$ cat config.mk
export PLATFORM = sky130hd
export DESIGN_NAME = palette_lut_flat
export DESIGN_NICKNAME = d
export VERILOG_FILES = /design/src/rtl/palette_lut_if.sv /design/src/rtl/palette_lut.sv /design/src/flat_wrapper.sv
export SDC_FILE = /design/constraint.sdc
export NUM_CORES = 2
export LEC_CHECK = 0
export CORE_ASPECT_RATIO = 1.4
export CORE_UTILIZATION = 23
export CTS_CLUSTER_SIZE = 8
export DETAILED_ROUTE_END_ITERATION = 8
export PLACE_DENSITY_LB_ADDON = 0.1
export SYNTH_ARGS = -nofsm -noshare
export SYNTH_HDL_FRONTEND = slang
export SYNTH_SLANG_ARGS = --single-unit
$ cat constraint.sdc
create_clock -name CLK_100 -period 2.1 [get_ports CLK_100]
set_input_delay 0.42 -clock CLK_100 [delete_from_list [all_inputs] [get_ports CLK_100]]
set_output_delay 0.42 -clock CLK_100 [all_outputs]
set_load 0.1 [all_outputs]
$ cat src/rtl/palette_lut_if.sv
// Avalon-MM slave bus for the palette lookup table (entry space + control space).
interface palette_lut_if #(parameter int AW = 6);
  logic          AVL_CS;
  logic          AVL_READ;
  logic          AVL_WRITE;
  logic [AW-1:0] AVL_ADDR;
  logic [31:0]   AVL_WRITEDATA;
  logic [3:0]    AVL_BYTE_EN;
  logic [31:0]   AVL_READDATA;
  logic          AVL_READDATAVALID;

  modport master (
    output AVL_CS, AVL_READ, AVL_WRITE, AVL_ADDR, AVL_WRITEDATA, AVL_BYTE_EN,
    input  AVL_READDATA, AVL_READDATAVALID
  );

  modport slave (
    input  AVL_CS, AVL_READ, AVL_WRITE, AVL_ADDR, AVL_WRITEDATA, AVL_BYTE_EN,
    output AVL_READDATA, AVL_READDATAVALID
  );
endinterface

$ cat src/rtl/palette_lut.sv
// Double-buffered colour palette: host writes SHADOW, a vsync-aligned commit copies it to ACTIVE,
// pixels look up ACTIVE through a 2-stage pipe. Define PALETTE_LUT_SHADOW_EN to build SHADOW.
module palette_lut #(
  parameter  int NUM_PALETTES = 8,
  parameter  int NUM_COLORS   = 4,
  parameter  int COLOR_W      = 24,
  localparam int PAL_W        = $clog2(NUM_PALETTES),
  localparam int IDX_W        = $clog2(NUM_COLORS),
  localparam int AW           = PAL_W + IDX_W + 1
) (
  input  logic               CLK_100,
  input  logic               RESET_N,
  palette_lut_if.slave       avl,
  input  logic               frame_start,
  input  logic               pix_valid,
  input  logic [PAL_W-1:0]   palette,
  input  logic [IDX_W-1:0]   color_index,
  output logic [COLOR_W-1:0] rgb,
  output logic               rgb_valid,
  output logic               commit_pending
);
  localparam int N      = NUM_PALETTES * NUM_COLORS;
  localparam int STAGES = 2;

  // Reset release is registered once: accesses are taken from the second edge on.
  logic run;
  always_ff @(posedge CLK_100 or negedge RESET_N)
    if (!RESET_N) run <= 1'b0;
    else          run <= 1'b1;

  logic          acc_wr, acc_rd, sel_ctrl, ent_wr;
  logic [AW-2:0] ent;
  logic [31:0]   bmask;
  logic [COLOR_W-1:0] wmask, wdata, host_ent;

  assign sel_ctrl = avl.AVL_ADDR[AW-1];
  assign ent      = avl.AVL_ADDR[AW-2:0];
  assign acc_wr   = run & avl.AVL_CS & avl.AVL_WRITE;
  assign acc_rd   = run & avl.AVL_CS & avl.AVL_READ & ~avl.AVL_WRITE;
  assign ent_wr   = acc_wr & ~sel_ctrl;
  assign bmask    = {{8{avl.AVL_BYTE_EN[3]}}, {8{avl.AVL_BYTE_EN[2]}},
                     {8{avl.AVL_BYTE_EN[1]}}, {8{avl.AVL_BYTE_EN[0]}}};
  assign wmask    = bmask[COLOR_W-1:0];
  assign wdata    = avl.AVL_WRITEDATA[COLOR_W-1:0];

  logic [N-1:0][COLOR_W-1:0] active;

`ifdef PALETTE_LUT_SHADOW_EN
  logic [N-1:0][COLOR_W-1:0] shadow;
  logic ctrl_wr, commit;

  assign ctrl_wr  = acc_wr & sel_ctrl & (ent == '0) & avl.AVL_BYTE_EN[0] & avl.AVL_WRITEDATA[0];
  // Uses the registered pending flag, so a request arriving with frame_start waits a frame.
  assign commit   = frame_start & commit_pending;
  assign host_ent = shadow[ent];

  always_ff @(posedge CLK_100 or negedge RESET_N)
    if (!RESET_N)    shadow <= '0;
    else if (ent_wr) shadow[ent] <= (shadow[ent] & ~wmask) | (wdata & wmask);

  // Copies the pre-write SHADOW; a same-cycle host write lands in SHADOW only.
  always_ff @(posedge CLK_100 or negedge RESET_N)
    if (!RESET_N)    active <= '0;
    else if (commit) active <= shadow;

  // A new request in the commit cycle re-arms, since it may cover writes made after the copy.
  always_ff @(posedge CLK_100 or negedge RESET_N)
    if (!RESET_N)     commit_pending <= 1'b0;
    else if (ctrl_wr) commit_pending <= 1'b1;
    else if (commit)  commit_pending <= 1'b0;
`else
  assign host_ent       = active[ent];
  assign commit_pending = 1'b0;

  always_ff @(posedge CLK_100 or negedge RESET_N)
    if (!RESET_N)    active <= '0;
    else if (ent_wr) active[ent] <= (active[ent] & ~wmask) | (wdata & wmask);
`endif

  logic        unused_bits;
  assign unused_bits = ^{frame_start, avl.AVL_WRITEDATA, bmask};

  logic [31:0] rdata;
  logic        rvalid;

  always_ff @(posedge CLK_100 or negedge RESET_N)
    if (!RESET_N) begin
      rdata  <= '0;
      rvalid <= 1'b0;
    end else begin
      rvalid <= acc_rd;
      if (acc_rd)
        rdata <= !sel_ctrl     ? 32'(host_ent) :
                 (ent == '0)   ? {30'b0, commit_pending, 1'b0} : 32'd0;
    end

  assign avl.AVL_READDATA      = rdata;
  assign avl.AVL_READDATAVALID = rvalid;

  logic [STAGES:1]  vld_pipe;
  logic [PAL_W-1:0] pal_q;
  logic [IDX_W-1:0] idx_q;

  always_ff @(posedge CLK_100 or negedge RESET_N)
    if (!RESET_N) begin
      vld_pipe <= '0;
      pal_q    <= '0;
      idx_q    <= '0;
      rgb      <= '0;
    end else begin
      vld_pipe <= {vld_pipe[STAGES-1:1], pix_valid};
      pal_q    <= palette;
      idx_q    <= color_index;
      if (vld_pipe[1]) rgb <= active[{pal_q, idx_q}];
    end

  assign rgb_valid = vld_pipe[STAGES];
endmodule

$ cat src/flat_wrapper.sv
// flat-port wrapper written by rule: the top's interface ports become plain ports
module palette_lut_flat 
#(
  parameter  int NUM_PALETTES = 8,
  parameter  int NUM_COLORS   = 4,
  parameter  int COLOR_W      = 24,
  localparam int PAL_W        = $clog2(NUM_PALETTES),
  localparam int IDX_W        = $clog2(NUM_COLORS),
  localparam int AW           = PAL_W + IDX_W + 1
)
  (CLK_100, RESET_N, frame_start, pix_valid, palette, color_index, rgb, rgb_valid, commit_pending, avl_AVL_CS, avl_AVL_READ, avl_AVL_WRITE, avl_AVL_ADDR, avl_AVL_WRITEDATA, avl_AVL_BYTE_EN, avl_AVL_READDATA, avl_AVL_READDATAVALID);
  palette_lut_if #(.AW(6)) avl_i ();
  input  logic CLK_100;
  input  logic RESET_N;
  input  logic frame_start;
  input  logic pix_valid;
  input  logic [PAL_W-1:0] palette;
  input  logic [IDX_W-1:0] color_index;
  output logic [COLOR_W-1:0] rgb;
  output logic rgb_valid;
  output logic commit_pending;
  input wire logic [$bits(avl_i.AVL_CS)-1:0] avl_AVL_CS;
  input wire logic [$bits(avl_i.AVL_READ)-1:0] avl_AVL_READ;
  input wire logic [$bits(avl_i.AVL_WRITE)-1:0] avl_AVL_WRITE;
  input wire logic [$bits(avl_i.AVL_ADDR)-1:0] avl_AVL_ADDR;
  input wire logic [$bits(avl_i.AVL_WRITEDATA)-1:0] avl_AVL_WRITEDATA;
  input wire logic [$bits(avl_i.AVL_BYTE_EN)-1:0] avl_AVL_BYTE_EN;
  output wire logic [$bits(avl_i.AVL_READDATA)-1:0] avl_AVL_READDATA;
  output wire logic [$bits(avl_i.AVL_READDATAVALID)-1:0] avl_AVL_READDATAVALID;
  assign avl_i.AVL_CS = avl_AVL_CS;
  assign avl_i.AVL_READ = avl_AVL_READ;
  assign avl_i.AVL_WRITE = avl_AVL_WRITE;
  assign avl_i.AVL_ADDR = avl_AVL_ADDR;
  assign avl_i.AVL_WRITEDATA = avl_AVL_WRITEDATA;
  assign avl_i.AVL_BYTE_EN = avl_AVL_BYTE_EN;
  assign avl_AVL_READDATA = avl_i.AVL_READDATA;
  assign avl_AVL_READDATAVALID = avl_i.AVL_READDATAVALID;
  palette_lut #(.NUM_PALETTES(NUM_PALETTES), .NUM_COLORS(NUM_COLORS), .COLOR_W(COLOR_W)) u_core (.CLK_100(CLK_100), .RESET_N(RESET_N), .avl(avl_i), .frame_start(frame_start), .pix_valid(pix_valid), .palette(palette), .color_index(color_index), .rgb(rgb), .rgb_valid(rgb_valid), .commit_pending(commit_pending));
endmodule
==> load_flow_metrics.sql <==
INSERT INTO impl_metrics (metric_group, metric, value, unit) VALUES
('status', 'status', 'finished, violations left', ''),
('status', 'failed_checks', 'negative setup slack', ''),
('routing', 'vias_per_cell', '5.49', ''),
('placement', 'setup_ws_pre_cts', '-1090', 'ps'),
('power_and_ir_drop', 'vdd.ir_drop.worst', '0.000637', 'V'),
('power_and_ir_drop', 'total_leakage_power', '30.6', 'nW'),
('routing', 'routed-via-count', '43100', ''),
('routing', 'routed_wire_length_per_instance', '32.8', 'um'),
('global_route', 'grt_antenna_before_repair', '9', ''),
('routing', 'starting_drc_count_in_detailed_routing', '3881', ''),
('die', 'initial_core_util', '0.231', ''),
('worst_setup_path', 'crit_path_start_kind', 'register', ''),
('clocking', 'clock_tree.root_cell', 'sky130_fd_sc_hd__clkbuf_16', ''),
('worst_setup_path', 'cp_data_arrival_time', '3130', 'ps'),
('synthesis', 'synthesis.yosys.warnings', '0', ''),
('power_and_ir_drop', 'internal-power', '29.4', 'mW'),
('power_and_ir_drop', 'sequential_share_of_power', '0.402', ''),
('synthesis', 'area_share_of_the_leading_cell_type_in_the_synthesized_netlist', '0.448', ''),
('worst_setup_path', 'crit_path_max_fanout', '22', ''),
('sta', 'worst_pin_slew', '613', 'ps'),
('die', 'fp.coreArea', '199000', 'sq um'),
('sta', 'finalWorstSetupSlack', '-390', 'ps'),
('synthesis', 'synth_enable_flop_cells', '0', ''),
('power_and_ir_drop', 'power.density_cell_area', '611', 'nW/um^2'),
('sta', 'final_max_slew_viol_count', '0', ''),
('power_and_ir_drop', 'overall_power_of_the_completed_layout', '41.8', 'mW'),
('sta', 'setup-violations-final', '521', ''),
('clocking', 'number_of_sinks_driven_by_the_clock_tree', '825', ''),
('clocking', 'cts_buf_count', '114', ''),
('finish', 'drive_gt1_frac', '0.403', ''),
('finish', 'syn_to_final_growth', '48.5', '%'),
('global_route', 'grt_pass1_vias', '42100', ''),
('worst_setup_path', 'worstSetupEndpointType', 'register', ''),
('global_route', 'largest_net_degree_at_the_start_of_global_routing', '83', ''),
('clocking', 'max-clock-path-buffers', '3', ''),
('power_and_ir_drop', 'power.combinational.fraction', '0.176', ''),
('routing', 'antenna_violating_nets_post_route', '0', ''),
('die', 'floorplan.io_pins', '113', ''),
('die', 'num_rows', '194', ''),
('synthesis', 'synth.cell_area', '46100', 'sq um'),
('sta', 'slew-limit-headroom', '0.591', ''),
('clocking', 'clock_insertion_delay_at_the_later_pin_of_the_skew_report', '790', 'ps'),
('sta', 'fmax', '0.402', 'GHz'),
('sta', 'rsz0062_at_grt', 'yes', ''),
('finish', 'multi_input_area', '25200', 'sq um'),
('power_and_ir_drop', 'swShare', '0.298', ''),
('clocking', 'htree_levels', '3', ''),
('synthesis', 'ys_dominant_reg_cell', 'sky130_fd_sc_hd__dfrtp_1', ''),
('placement', 'detailedPlacementHpwl', '166000', 'um'),
('die', 'chipHeight', '531', 'um'),
('finish', 'finalNetCount', '5234', ''),
('synthesis', 'syn_area_per_cell', '11.2', 'sq um'),
('worst_setup_path', 'cp_data_required_time', '2730', 'ps'),
('placement', 'place.port_buffers', '93', ''),
('synthesis', 'ys_async_sr_fraction', '1.00', ''),
('sta', 'worst_hold_slack', '93.9', 'ps'),
('power_and_ir_drop', 'power.net_switching', '12.5', 'mW'),
('synthesis', 'ys_ff_latch', '825', ''),
('routing', 'remaining_drc_errors', '0', ''),
('power_and_ir_drop', 'pwr-share-clk', '0.423', ''),
('global_route', 'track_usage', '0.232', ''),
('synthesis', 'synth_cell_type_count', '34', ''),
('flow_run', 'max_cap_viol_count', '0', ''),
('sta', 'period_share', '1.19', ''),
('die', 'die_w', '380', 'um'),
('synthesis', 'synth.yosys.seq_area_share', '0.448', ''),
('sta', 'report.final.hold_viol_count', '0', ''),
('clocking', 'clk_transition_reported_paths', '50', 'ps'),
('clocking', 'cts_tree', 'yes', ''),
('synthesis', 'synth_top_cells_by_area', 'sky130_fd_sc_hd__dfrtp_1 45%, sky130_fd_sc_hd__a221o_1 17%, sky130_fd_sc_hd__mux4_2 9.4%', ''),
('sta', 'post-route-min-period', '2490', 'ps');
cells in the mapped netlist, types with 24 or more instances:
cell type,instances
sky130_fd_sc_hd__clkbuf_1,342
sky130_fd_sc_hd__nor2_1,773
sky130_fd_sc_hd__a22o_1,24
sky130_fd_sc_hd__nor4_1,24
sky130_fd_sc_hd__nand4_1,24
sky130_fd_sc_hd__nand2_1,61
sky130_fd_sc_hd__a22oi_1,288
sky130_fd_sc_hd__mux2i_1,384
sky130_fd_sc_hd__nor3_1,76
sky130_fd_sc_hd__a21oi_1,96
sky130_fd_sc_hd__mux4_2,192
sky130_fd_sc_hd__dfrtp_1,825
sky130_fd_sc_hd__a221o_1,768
sky130_fd_sc_hd__buf_2,132
sky130_fd_sc_hd__mux2_2,24
worst paths after layout:
path	startpoint	end	cells past startpoint	slack [ps]
worst max-delay path	u_core.idx_q[0]	u_core.rgb[3]	10	-390
worst min-delay path	palette[0]	u_core.pal_q[0]	1	90
worst max register to register	u_core.idx_q[0]	u_core.rgb[3]	10	-390
worst min register to register	u_core.rgb[11]	u_core.rgb[11]	1	510
max in group asynchronous	RESET_N	u_core.avl.AVL_READDATA[22]	4	1010
min in group asynchronous	RESET_N	u_core.active[48]	2	150
cell families (layout without fill, tap and decap cells):
group	count (synthesis)	after routing	synth area share
AO/OA/AOI/OAI	1176	1176	0.229
AND/OR/NAND/NOR	1008	1008	0.0921
flip-flops	825	825	0.448
multiplexers	600	600	0.183
buffers and inverters	516	1579	0.0473
other	2	13	0.000163
power groups by stage:
stage	Clock [mW]	Combinational, mW	Sequential (mW)
after floorplan	0	2.49	17.6
after global placement	0	6.46	17.1
after detailed placement	0	6.47	17.0
after CTS	18.1	6.98	16.8
after global routing	18.6	7.64	16.8
final	17.7	7.34	16.8
cell usage in the layout (no fill, tap or decap), drive strengths merged:
cell and instances:
a21oi 96, a221o 768, a22o 24, a22oi 288, and2 3, and3 2
and3b 2, and4b 1, buf 1354, clkbuf 182, clkdlybuf4s50 37, clkinv 2
conb 10, dfrtp 825, diode 3, dlygate4sd3 1, inv 3, mux2 24
mux2i 384, mux4 192, nand2 61, nand2b 2, nand3 2, nand3b 3
nand4 24, nand4b 2, nor2 774, nor2b 2, nor3 98, nor3b 3
nor4 24, or2 2, or3 2, or3b 1
state kept, by name, indices dropped and copies added (netlist names):
signal,count
u_core.run,1
u_core.avl.AVL_READDATAVALID,1
u_core.vld_pipe,2
u_core.pal_q,3
u_core.active,768
u_core.avl.AVL_READDATA,24
u_core.idx_q,2
u_core.rgb,24
worst max-delay path: stages (launching register included):
cell,delay (ps)
sky130_fd_sc_hd__dfrtp_4,500
sky130_fd_sc_hd__buf_12,200
sky130_fd_sc_hd__buf_16,220
sky130_fd_sc_hd__mux2i_1,260
sky130_fd_sc_hd__a22oi_1,130
sky130_fd_sc_hd__buf_4,180
sky130_fd_sc_hd__a21oi_1,180
sky130_fd_sc_hd__buf_4,180
sky130_fd_sc_hd__nor4_4,40
sky130_fd_sc_hd__buf_4,140
sky130_fd_sc_hd__mux2_4,250
stage by stage:
step / setup TNS [ps] / cell area [sq um] / instances / util
finish: -36050 / 68400 / 7847 / 0.343
global route: -68540 / 68400 / 7846 / 0.343
CTS: -22000 / 64900 / 7704 / 0.326
detailed placement: -631200 / 59600 / 7517 / 0.299
global placement: -625780 / 59600 / 7517 / 0.299
floorplan: -83240 / 46400 / 4135 / -
cell type report:
cell class,instances,area share
Multi-Input combinational cell,2794,0.368
Sequential cell,825,0.302
Timing Repair Buffer,1444,0.236
Tap cell,2646,0.0484
Clock buffer,130,0.0441
Clock inverter,4,0.000933
Antenna cell,3,0.000110
Inverter,1,0.0000549
layer usage:
layer | GRT usage | routed length (um) | vias to the layer above
li1 | - | - | 18500
met1 | 0.312 | 110000 | 22700
met2 | 0.396 | 127000 | 1554
met3 | 0.0242 | 12600 | 333
met4 | 0.0585 | 8230 | 2
met5 | 0 | 13 | -
what timing repair did:
item / in CTS / in global routing
pin swaps: 109 / 331
endpoints found under the hold margin: 354 / 0
setup buffers: 41 / 92
resized for setup: 330 / 300
hold buffers: 1 / 0
setup endpoints to repair: 712 / 796
cloned: 20 / 64
Power figures use the tool's default switching activity.
